<file path="config.mk">
export PLATFORM = sky130hd
export DESIGN_NAME = slc3_input_conditioner_flat
export DESIGN_NICKNAME = d
export VERILOG_FILES = /design/src/rtl/slc3_input_conditioner_pkg.sv /design/src/rtl/slc3_input_conditioner_if.sv /design/src/rtl/slc3_input_conditioner_debounce_channel.sv /design/src/rtl/slc3_input_conditioner.sv /design/src/flat_wrapper.sv
export SDC_FILE = /design/constraint.sdc
export NUM_CORES = 1
export LEC_CHECK = 0
export BUFFER_PORTS_ARGS = -buffer_cell sky130_fd_sc_hd__buf_2
export CORE_MARGIN = 5
export CORE_UTILIZATION = 58
export CTS_BUF_LIST = sky130_fd_sc_hd__clkbuf_8
export DETAILED_ROUTE_END_ITERATION = 8
export PLACE_DENSITY = 0.87
export RECOVER_POWER = 25
export SKIP_LAST_GASP = 1
export SLEW_MARGIN = 10
export SYNTH_ARGS = -nofsm -noshare
export SYNTH_HDL_FRONTEND = slang
export SYNTH_SLANG_ARGS = --single-unit
</file>
<file path="constraint.sdc">
create_clock -name Clk -period 3.9 [get_ports Clk]
set_input_delay 1.17 -clock Clk [delete_from_list [all_inputs] [get_ports Clk]]
set_output_delay 1.17 -clock Clk [all_outputs]
set_load 0.01 [all_outputs]
</file>
<file path="src/rtl/slc3_input_conditioner_pkg.sv">
// slc3_input_pkg: shared constants for the SLC-3 front-panel input conditioner
package slc3_input_pkg;
   localparam int SW_WIDTH_DEFAULT = 10;
   localparam logic KEY_RELEASED = 1'b1;
   localparam int sync_stages = 2;
endpackage

</file>
<file path="src/rtl/slc3_input_conditioner_if.sv">
// slc3_input_conditioner_if: raw front-panel pins in, conditioned levels/strobes out
interface slc3_input_conditioner_if
   import slc3_input_pkg::*;
#(
   parameter int SW_WIDTH = SW_WIDTH_DEFAULT
);
   logic                Run;
   logic                Continue;
   logic [SW_WIDTH-1:0] SW;
   logic                run_pressed;
   logic                run_pulse;
   logic                continue_pressed;
   logic                continue_pulse;
   logic [SW_WIDTH-1:0] sw_sync;
   modport master (
      output Run, Continue, SW,
      input  run_pressed, run_pulse, continue_pressed, continue_pulse, sw_sync
   );
   modport slave (
      input  Run, Continue, SW,
      output run_pressed, run_pulse, continue_pressed, continue_pulse, sw_sync
   );
endinterface

</file>
<file path="src/rtl/slc3_input_conditioner_debounce_channel.sv">
// debounce_channel: synchronize an active-low key, debounce it, strobe on accepted press
module debounce_channel
   import slc3_input_pkg::*;
#(
   parameter int DEBOUNCE_CYCLES = 16
) (
   input  logic Clk,
   input  logic Reset,
   input  logic key_n,
   output logic pressed,
   output logic pulse
);
   localparam int CW = $clog2(DEBOUNCE_CYCLES) + 1;
   localparam logic [CW-1:0] CNT_LAST = CW'(DEBOUNCE_CYCLES - 1);
   logic [sync_stages-1:0] sync;
   logic                   stable;
   logic [CW-1:0]          cnt;
   logic                   key_s;
   assign key_s = sync[sync_stages-1];
   assign pressed = ~stable;
   // synchronizer, then accept a new level only after it holds for DEBOUNCE_CYCLES cycles
   always_ff @(posedge Clk) begin
      if (Reset) begin
         sync   <= {sync_stages{KEY_RELEASED}};
         stable <= KEY_RELEASED;
         cnt    <= '0;
         pulse  <= 1'b0;
      end else begin
         sync  <= {sync[sync_stages-2:0], key_n};
         pulse <= 1'b0;
         if (key_s == stable) cnt <= '0;
         else if (cnt == CNT_LAST) begin
            stable <= key_s;
            cnt    <= '0;
            pulse  <= ~key_s;
         end else cnt <= cnt + 1'b1;
      end
   end
endmodule

</file>
<file path="src/rtl/slc3_input_conditioner.sv">
// slc3_input_conditioner: debounced Run/Continue keys and synchronized switch bus
module slc3_input_conditioner
   import slc3_input_pkg::*;
#(
   parameter int DEBOUNCE_CYCLES = 16,
   parameter int SW_WIDTH = SW_WIDTH_DEFAULT
) (
   input logic Clk,
   input logic Reset,
   slc3_input_conditioner_if.slave bus
);
   logic [SW_WIDTH-1:0] sw_meta;
   debounce_channel #(.DEBOUNCE_CYCLES(DEBOUNCE_CYCLES)) u_run (
      .Clk(Clk), .Reset(Reset), .key_n(bus.Run),
      .pressed(bus.run_pressed), .pulse(bus.run_pulse)
   );
   debounce_channel #(.DEBOUNCE_CYCLES(DEBOUNCE_CYCLES)) u_continue (
      .Clk(Clk), .Reset(Reset), .key_n(bus.Continue),
      .pressed(bus.continue_pressed), .pulse(bus.continue_pulse)
   );
   // switches only need metastability protection, not debouncing
   always_ff @(posedge Clk) begin
      if (Reset) begin
         sw_meta     <= '0;
         bus.sw_sync <= '0;
      end else begin
         sw_meta     <= bus.SW;
         bus.sw_sync <= sw_meta;
      end
   end
endmodule

</file>
<file path="src/flat_wrapper.sv">
// flat-port wrapper written by rule: the top's interface ports become plain ports
module slc3_input_conditioner_flat import slc3_input_pkg::*;
#(
   parameter int DEBOUNCE_CYCLES = 16,
   parameter int SW_WIDTH = SW_WIDTH_DEFAULT
)
  (Clk, Reset, bus_Run, bus_Continue, bus_SW, bus_run_pressed, bus_run_pulse, bus_continue_pressed, bus_continue_pulse, bus_sw_sync);
  slc3_input_conditioner_if #(.SW_WIDTH(SW_WIDTH)) bus_i ();
  input logic Clk;
  input logic Reset;
  input wire logic [$bits(bus_i.Run)-1:0] bus_Run;
  input wire logic [$bits(bus_i.Continue)-1:0] bus_Continue;
  input wire logic [$bits(bus_i.SW)-1:0] bus_SW;
  output wire logic [$bits(bus_i.run_pressed)-1:0] bus_run_pressed;
  output wire logic [$bits(bus_i.run_pulse)-1:0] bus_run_pulse;
  output wire logic [$bits(bus_i.continue_pressed)-1:0] bus_continue_pressed;
  output wire logic [$bits(bus_i.continue_pulse)-1:0] bus_continue_pulse;
  output wire logic [$bits(bus_i.sw_sync)-1:0] bus_sw_sync;
  assign bus_i.Run = bus_Run;
  assign bus_i.Continue = bus_Continue;
  assign bus_i.SW = bus_SW;
  assign bus_run_pressed = bus_i.run_pressed;
  assign bus_run_pulse = bus_i.run_pulse;
  assign bus_continue_pressed = bus_i.continue_pressed;
  assign bus_continue_pulse = bus_i.continue_pulse;
  assign bus_sw_sync = bus_i.sw_sync;
  slc3_input_conditioner #(.DEBOUNCE_CYCLES(DEBOUNCE_CYCLES), .SW_WIDTH(SW_WIDTH)) u_core (.Clk(Clk), .Reset(Reset), .bus(bus_i));
endmodule
</file>
==> results of run 1 <==
## where the power goes
group          internal, uW  switching [uW]
clock                   273             129
sequential              400            3.49
combinational          15.1            12.5
## synth_stat cells (4+ instances only)
cell and n:
nor2b_1 16, xnor2_1 4, nor2_1 10, ha_1 4, and2b_1 4, dfxtp_1 38, or2_2 4, inv_1 7
## per-stage QoR
stage	instance area (sq um)	setup WS, ns	total power, uW	hold slack, ns
6_report	1480	1.79	833	0.418
3_5_place_dp	1340	1.83	441	0.402
4_1_cts	1480	1.86	839	0.417
2_1_floorplan	1180	2.00	428	0.389
3_3_place_gp	1340	1.88	438	0.391
5_1_grt	1480	1.64	859	0.444
## sequential cells by signal (all words and copies together), names as in the netlist
name                      flops
u_core.u_continue.cnt         5
u_core.u_run.cnt              5
u_core.u_run.sync             2
u_core.u_continue.sync        2
u_core.bus.sw_sync           10
u_core.u_continue.stable      1
u_core.u_continue.pulse       1
u_core.u_run.pulse            1
u_core.u_run.stable           1
u_core.sw_meta               10
## layout by cell type (no fill, tap or decap)
cell type	netlist	layout
dfxtp_1	38	38
and3_1	2	2
xor2_1	2	2
clkbuf_8	0	6
o211ai_1	2	2
and2b_1	4	4
nor2_1	10	10
inv_1	7	7
nor4b_1	2	2
buf_2	1	26
nand3_1	2	2
nand2_1	2	2
bufinv_16	0	2
or3_4	2	2
nor2b_1	16	16
ha_1	4	4
xnor2_1	4	4
clkbuf_1	2	1
or2_2	4	4
## worst paths after layout
kind | slack, ns | endpoint | from | cells after the start
worst max register to register | 2.32 | u_core.u_continue.cnt[3] | u_core.u_continue.cnt[0] | 5
worst max-delay path | 1.79 | u_core.u_run.cnt[3] | Reset | 3
worst min register to register | 0.42 | u_core.u_continue.sync[1] | u_core.u_continue.sync[0] | 1
worst min-delay path | 0.42 | u_core.u_continue.sync[1] | u_core.u_continue.sync[0] | 1
## cell families (layout without fill, tap and decap cells)
kind of cell               count (synthesis)  in the layout  synth area share, %
AOI/OAI and AO/OA                          2              2                 1.27
xor gates and xnor gates                   6              6                 4.45
adders and majority gates                  4              4                 4.24
buffers and inverters                     10             42                 3.29
DFF                                       38             38                 64.5
and+or+nand+nor                           44             44                 22.3
## cell type report
cell class / instances / area [sq um]
inverters: 7 / 26.3
well taps: 27 / 33.8
repair buffers: 27 / 134
clock buffers: 6 / 82.6
clock inverters: 2 / 60.1
fillers: 136 / 464
multi-input cells: 56 / 380
flip-flops and latches: 38 / 761
## layer usage
layer	vias to the layer above	global-route usage, %
li1	382	-
met1	325	12.8
met2	18	26.0
met3	5	7.51
met4	0	10.9
met5	-	0
## critical path: cells and delay by family
family                 cells  cell delay (ns)
and+or+nand+nor            2             0.36
buffers and inverters      1             0.75
==> qor.yml, run 1 <==
status: "completed"
synthTopCellsByArea: "dfxtp_1 64%, nor2b_1 8.5%, ha_1 4.2%"
worstPathCellList: "clkbuf_1, or3_4, nor2_1"
rows: 16
critPathSlowestCell: "clkbuf_1"
drc_errors: 0
period_share_pct: 54.0
dr_wl_met3_um: 132
clock.fmax_mhz: 475
slew_violations: 0
synthArstFlopShare_pct: 0
cp_max_fo: 29
yosysSeqAreaShare_pct: 64.5
yosysTopAreaCell: "dfxtp_1"
stdcell_count: 163
io-pin-count: 28
clock_sinks: 38
cts.clk_slew.worst_paths_ns: 0.07
crit_type: "in2reg"
synth_cell_types: 17
grt_max_degree: 30
routedWlPerCell_um: 11.4
relSlewSlack_pct: 30.5
portBuffers: 27
htreeDepth: 2
fin_setup_tns_ns: 0
fin_nets: 153
syn_nets: 122
power_density_nw_per_um2: 564
wl_met2_um: 988
fp.coreArea_sq_um: 1940
drive_gt1_share_pct: 29.4
critPathArrivalTime_ns: 2.28
avgSynthCellArea_sq_um: 11.3
max_stage_delay_ns: 0.75
dp_hpwl_mm: 1.36
numCtsBuffers: 5
min_period_ns: 2.11
synth_edf_count: 0
cts_tree: "yes"
clk_latency_ns: 0.28
syn2layout_area_growth_pct: 25.2
crit_required_ns: 4.07
start_util_pct: 60.8
detail_route.vias_per_cell: 4.48
die_area_sq_um: 3040
ys.flop_type: "dfxtp_1"
final_hold_viol_count: 0
yosysWarnings: 0
die_w_um: 55.1
ir_drop_uv: 429
cts_resized: 0
tightest_slew_ns: 1.04
setup_viol: 0
grt_pass1_vias: 723
postCtsSetupRepairBufs: 0
ys_seq_elements: 38
hold_class: "reg2reg"
grt_pass1_wl_mm: 2.93
dp.cells: 155
wirelength_met1_um: 680
first_iter_violations: 9
syn_inst: 104
drt_first_pass_iters: 2
track_usage_pct: 14.8
cap_violations: 0
skew_ns: 0.00413
wirelength_mm: 1.85
syn_area_sq_um: 1180
die_h_um: 55.1
gp_congestion: 0.680
rsz0062_at_grt: "no"
ant_nets: 0
critPathCaptureType: "flop"
highest_layer: "met4"
cts.path.max_buffers: 2
vias: 730
n_antenna_cell: 0
final_util_pct: 76.1
synth_top_area_share_pct: 64.5
antenna_found_initial: 0
overflow: 0
p_leak_uw: 0.000680
cp-start-kind: "primary input"
clockRootBuffer: "clkbuf_8"
hold_buffers: 0
(Power assumes the default switching activity.)
==> run 2, diff against run 1 <==
--- a/config.mk
+++ b/config.mk
@@ -7,10 +7,10 @@
 export LEC_CHECK = 0
 export BUFFER_PORTS_ARGS = -buffer_cell sky130_fd_sc_hd__buf_2
 export CORE_MARGIN = 5
-export CORE_UTILIZATION = 58
+export CORE_UTILIZATION = 48
 export CTS_BUF_LIST = sky130_fd_sc_hd__clkbuf_8
 export DETAILED_ROUTE_END_ITERATION = 8
-export PLACE_DENSITY = 0.87
+export PLACE_DENSITY = 0.77
 export RECOVER_POWER = 25
 export SKIP_LAST_GASP = 1
 export SLEW_MARGIN = 10
==> constraint.sdc (replaced) <==
create_clock -name Clk -period 1.87 [get_ports Clk]
set_input_delay 0.561 -clock Clk [delete_from_list [all_inputs] [get_ports Clk]]
set_output_delay 0.561 -clock Clk [all_outputs]
set_load 0.01 [all_outputs]
==> run 2 against run 1 <==
  * Combinational power rose by 110%
  * Flip-flop and latch count did not move
  * Wire length shrank 1.9%
  * Cell area about the same
  * Sequential share of layout area about the same
  * Die area increased by 17%
==> qor.yml, run 2 (synthesis results as in run 1) <==
power_density_nw_per_um2: 1160  # was 564 nW/um^2
numCtsBuffers: 5  # unchanged
overflow: 0  # unchanged
track_usage_pct: 11.9  # was 14.8%
relSlewSlack_pct: 29.0  # was 30.5%
grt_max_degree: 30  # unchanged
skew_ns: 0.00665  # was 0.00413 ns
syn2layout_area_growth_pct: 25.1  # was 25.2%
htreeDepth: 2  # unchanged
rows: 18  # was 16
antenna_found_initial: 0  # unchanged
fin_setup_tns_ns: 0  # unchanged
vias: 739  # was 730
detail_route.vias_per_cell: 4.45  # was 4.48
worstPathCellList: "ha_1, and3_1, ha_1, or3_4, nor2_1"  # was clkbuf_1, or3_4, nor2_1
crit_path_start: "u_core.u_run.cnt[0]"  # was Reset
cts_resized: 0  # unchanged
ir_drop_uv: 940  # was 429 uV
crit_buf_inv: 0  # was 1
postCtsSetupRepairBufs: 0  # unchanged
clock.fmax_mhz: 632
r2r-end: "u_core.u_run.cnt[3]"  # was u_core.u_continue.cnt[3]
critPathCaptureType: "flop"  # unchanged
path_delay_family: "simple AND/OR/NAND/NOR gates"  # was buffers and inverters
die_w_um: 59.6  # was 55.1 um
io-pin-count: 28  # unchanged
clk_latency_ns: 0.29  # was 0.28 ns
finalInstanceArea_sq_um: 1480  # about the same
tightest_slew_ns: 1.06  # was 1.04 ns
cp_common_cell: "ha_1"
fillers: 199  # was 136
final_hold_viol_count: 0  # unchanged
critPathArrivalTime_ns: 1.81  # was 2.28 ns
critPathSlowestCell: "or3_4"  # was clkbuf_1
min_period_ns: 1.58
drc_errors: 0  # unchanged
place_area_sq_um: 1340  # about the same
period_share_pct: 84.6
die_area_sq_um: 3550  # was 3040 sq um
drt_first_pass_iters: 2  # unchanged
rsz0062_at_grt: "no"  # unchanged
first_iter_violations: 11  # was 9
gp_congestion: 0.679  # was 0.680
die_h_um: 59.6  # was 55.1 um
cp-start-kind: "flop"  # was primary input
grt_pass1_vias: 713  # was 723
final_common_cell: "dfxtp_1"  # unchanged
largestRegisters: "u_core.bus.sw_sync (10), u_core.sw_meta (10)"  # unchanged
cp_max_fo: 5  # was 29
holdCritStartpoint: "u_core.u_continue.sync[0]"  # unchanged
drive_gt1_share_pct: 29.4  # unchanged
final_cell_mix: "38 x dfxtp_1, 26 x buf_2, 16 x nor2b_1"  # unchanged
crit_type: "reg2reg"  # was in2reg
worst_slack_ns: 0.288  # was 1.79 ns
r2r-start: "u_core.u_run.cnt[0]"  # was u_core.u_continue.cnt[0]
crit_required_ns: 2.09  # was 4.07 ns
cts.path.max_buffers: 2  # unchanged
power_uw: 1710  # was 833 uW
dp_hpwl_mm: 1.33  # was 1.36 mm
grt_pass1_wl_mm: 3.03  # was 2.93 mm
hold_buffers: 0  # unchanged
fp.coreArea_sq_um: 2410  # was 1940 sq um
min_to: "u_core.u_continue.sync[1]"  # unchanged
worst-r2r-cell-count: 5  # unchanged
cap_violations: 0  # unchanged
portBuffers: 27  # unchanged
dp.cells: 158  # was 155
fin_nets: 153  # unchanged
start_util_pct: 49.0  # was 60.8%
max_stage_delay_ns: 0.43  # was 0.75 ns
clockRootBuffer: "clkbuf_8"  # unchanged
p_leak_uw: 0.000677  # was 0.000680 uW
routedWlPerCell_um: 11.0  # was 11.4 um
holdPathStages: 1  # unchanged
cts_tree: "yes"  # unchanged
slew_violations: 0  # unchanged
stdcell_count: 166  # was 163
hold_class: "reg2reg"  # unchanged
place_ws_ns: 0.307  # was 1.83 ns
clock_sinks: 38  # unchanged
status: "completed"  # unchanged
cts.clk_slew.worst_paths_ns: 0.08  # was 0.07 ns
n_antenna_cell: 0  # unchanged
rrSetupSlack_ns: 0.29  # was 2.32 ns
wirelength_mm: 1.82  # was 1.85 mm
setup_viol: 0  # unchanged
ant_nets: 0  # unchanged
-- run 2: cell types whose count changed in the layout (fill, tap and decap cells not counted), sizes merged --
cell	before	now
clkbuf	7	6
clkinv	0	1
-- run 2: layout make-up --
cell class	count	area, sq um	share of cell area (%)
Tap cell	30	37.5	2.54
Multi-Input combinational cell	56	380	25.8
Sequential cell	38	761	51.5
Inverter	7	26.3	1.78
Clock inverter	3	68.8	4.66
Timing Repair Buffer	27	134	9.07
Clock buffer	5	68.8	4.66
-- run 2: layer usage --
metal  vias up  track usage [%]  wire, um
met5         -                0         0
met4         0             5.70        36
met3         6             6.32       138
met2        16             18.1       920
met1       332             13.6       722
li1        385                -         -
-- run 2: worst max-delay path by stage --
stage | endpoint | slack [ns] | cells after the start
finish | u_core.u_run.cnt[3] | 0.29 | 5
global route | u_core.u_run.cnt[2] | 0.21 | 5
CTS | u_core.u_run.cnt[3] | 0.29 | 5
detailed placement | u_core.u_run.cnt[3] | 0.31 | 5
global placement | u_core.u_run.cnt[4] | 0.38 | 5
floorplan | u_core.u_continue.cnt[2] | 0.41 | 5
-- run 2: report_power, final --
part | total, uW | switching [uW] | leakage, uW | internal (uW)
clock network | 815 | 281 | 0.0000683 | 534
logic | 57.0 | 25.5 | 0.000297 | 31.4
registers | 841 | 6.83 | 0.000312 | 834
total | 1710 | 313 | 0.000677 | 1400
-- run 2: through the flow --
stage | utilization [%] | hold slack, ns
6_report | 61.3 | 0.414
4_1_cts | 61.3 | 0.418
5_1_grt | 61.3 | 0.432
2_1_floorplan | - | 0.389
3_3_place_gp | 55.6 | 0.394
3_5_place_dp | 55.6 | 0.397
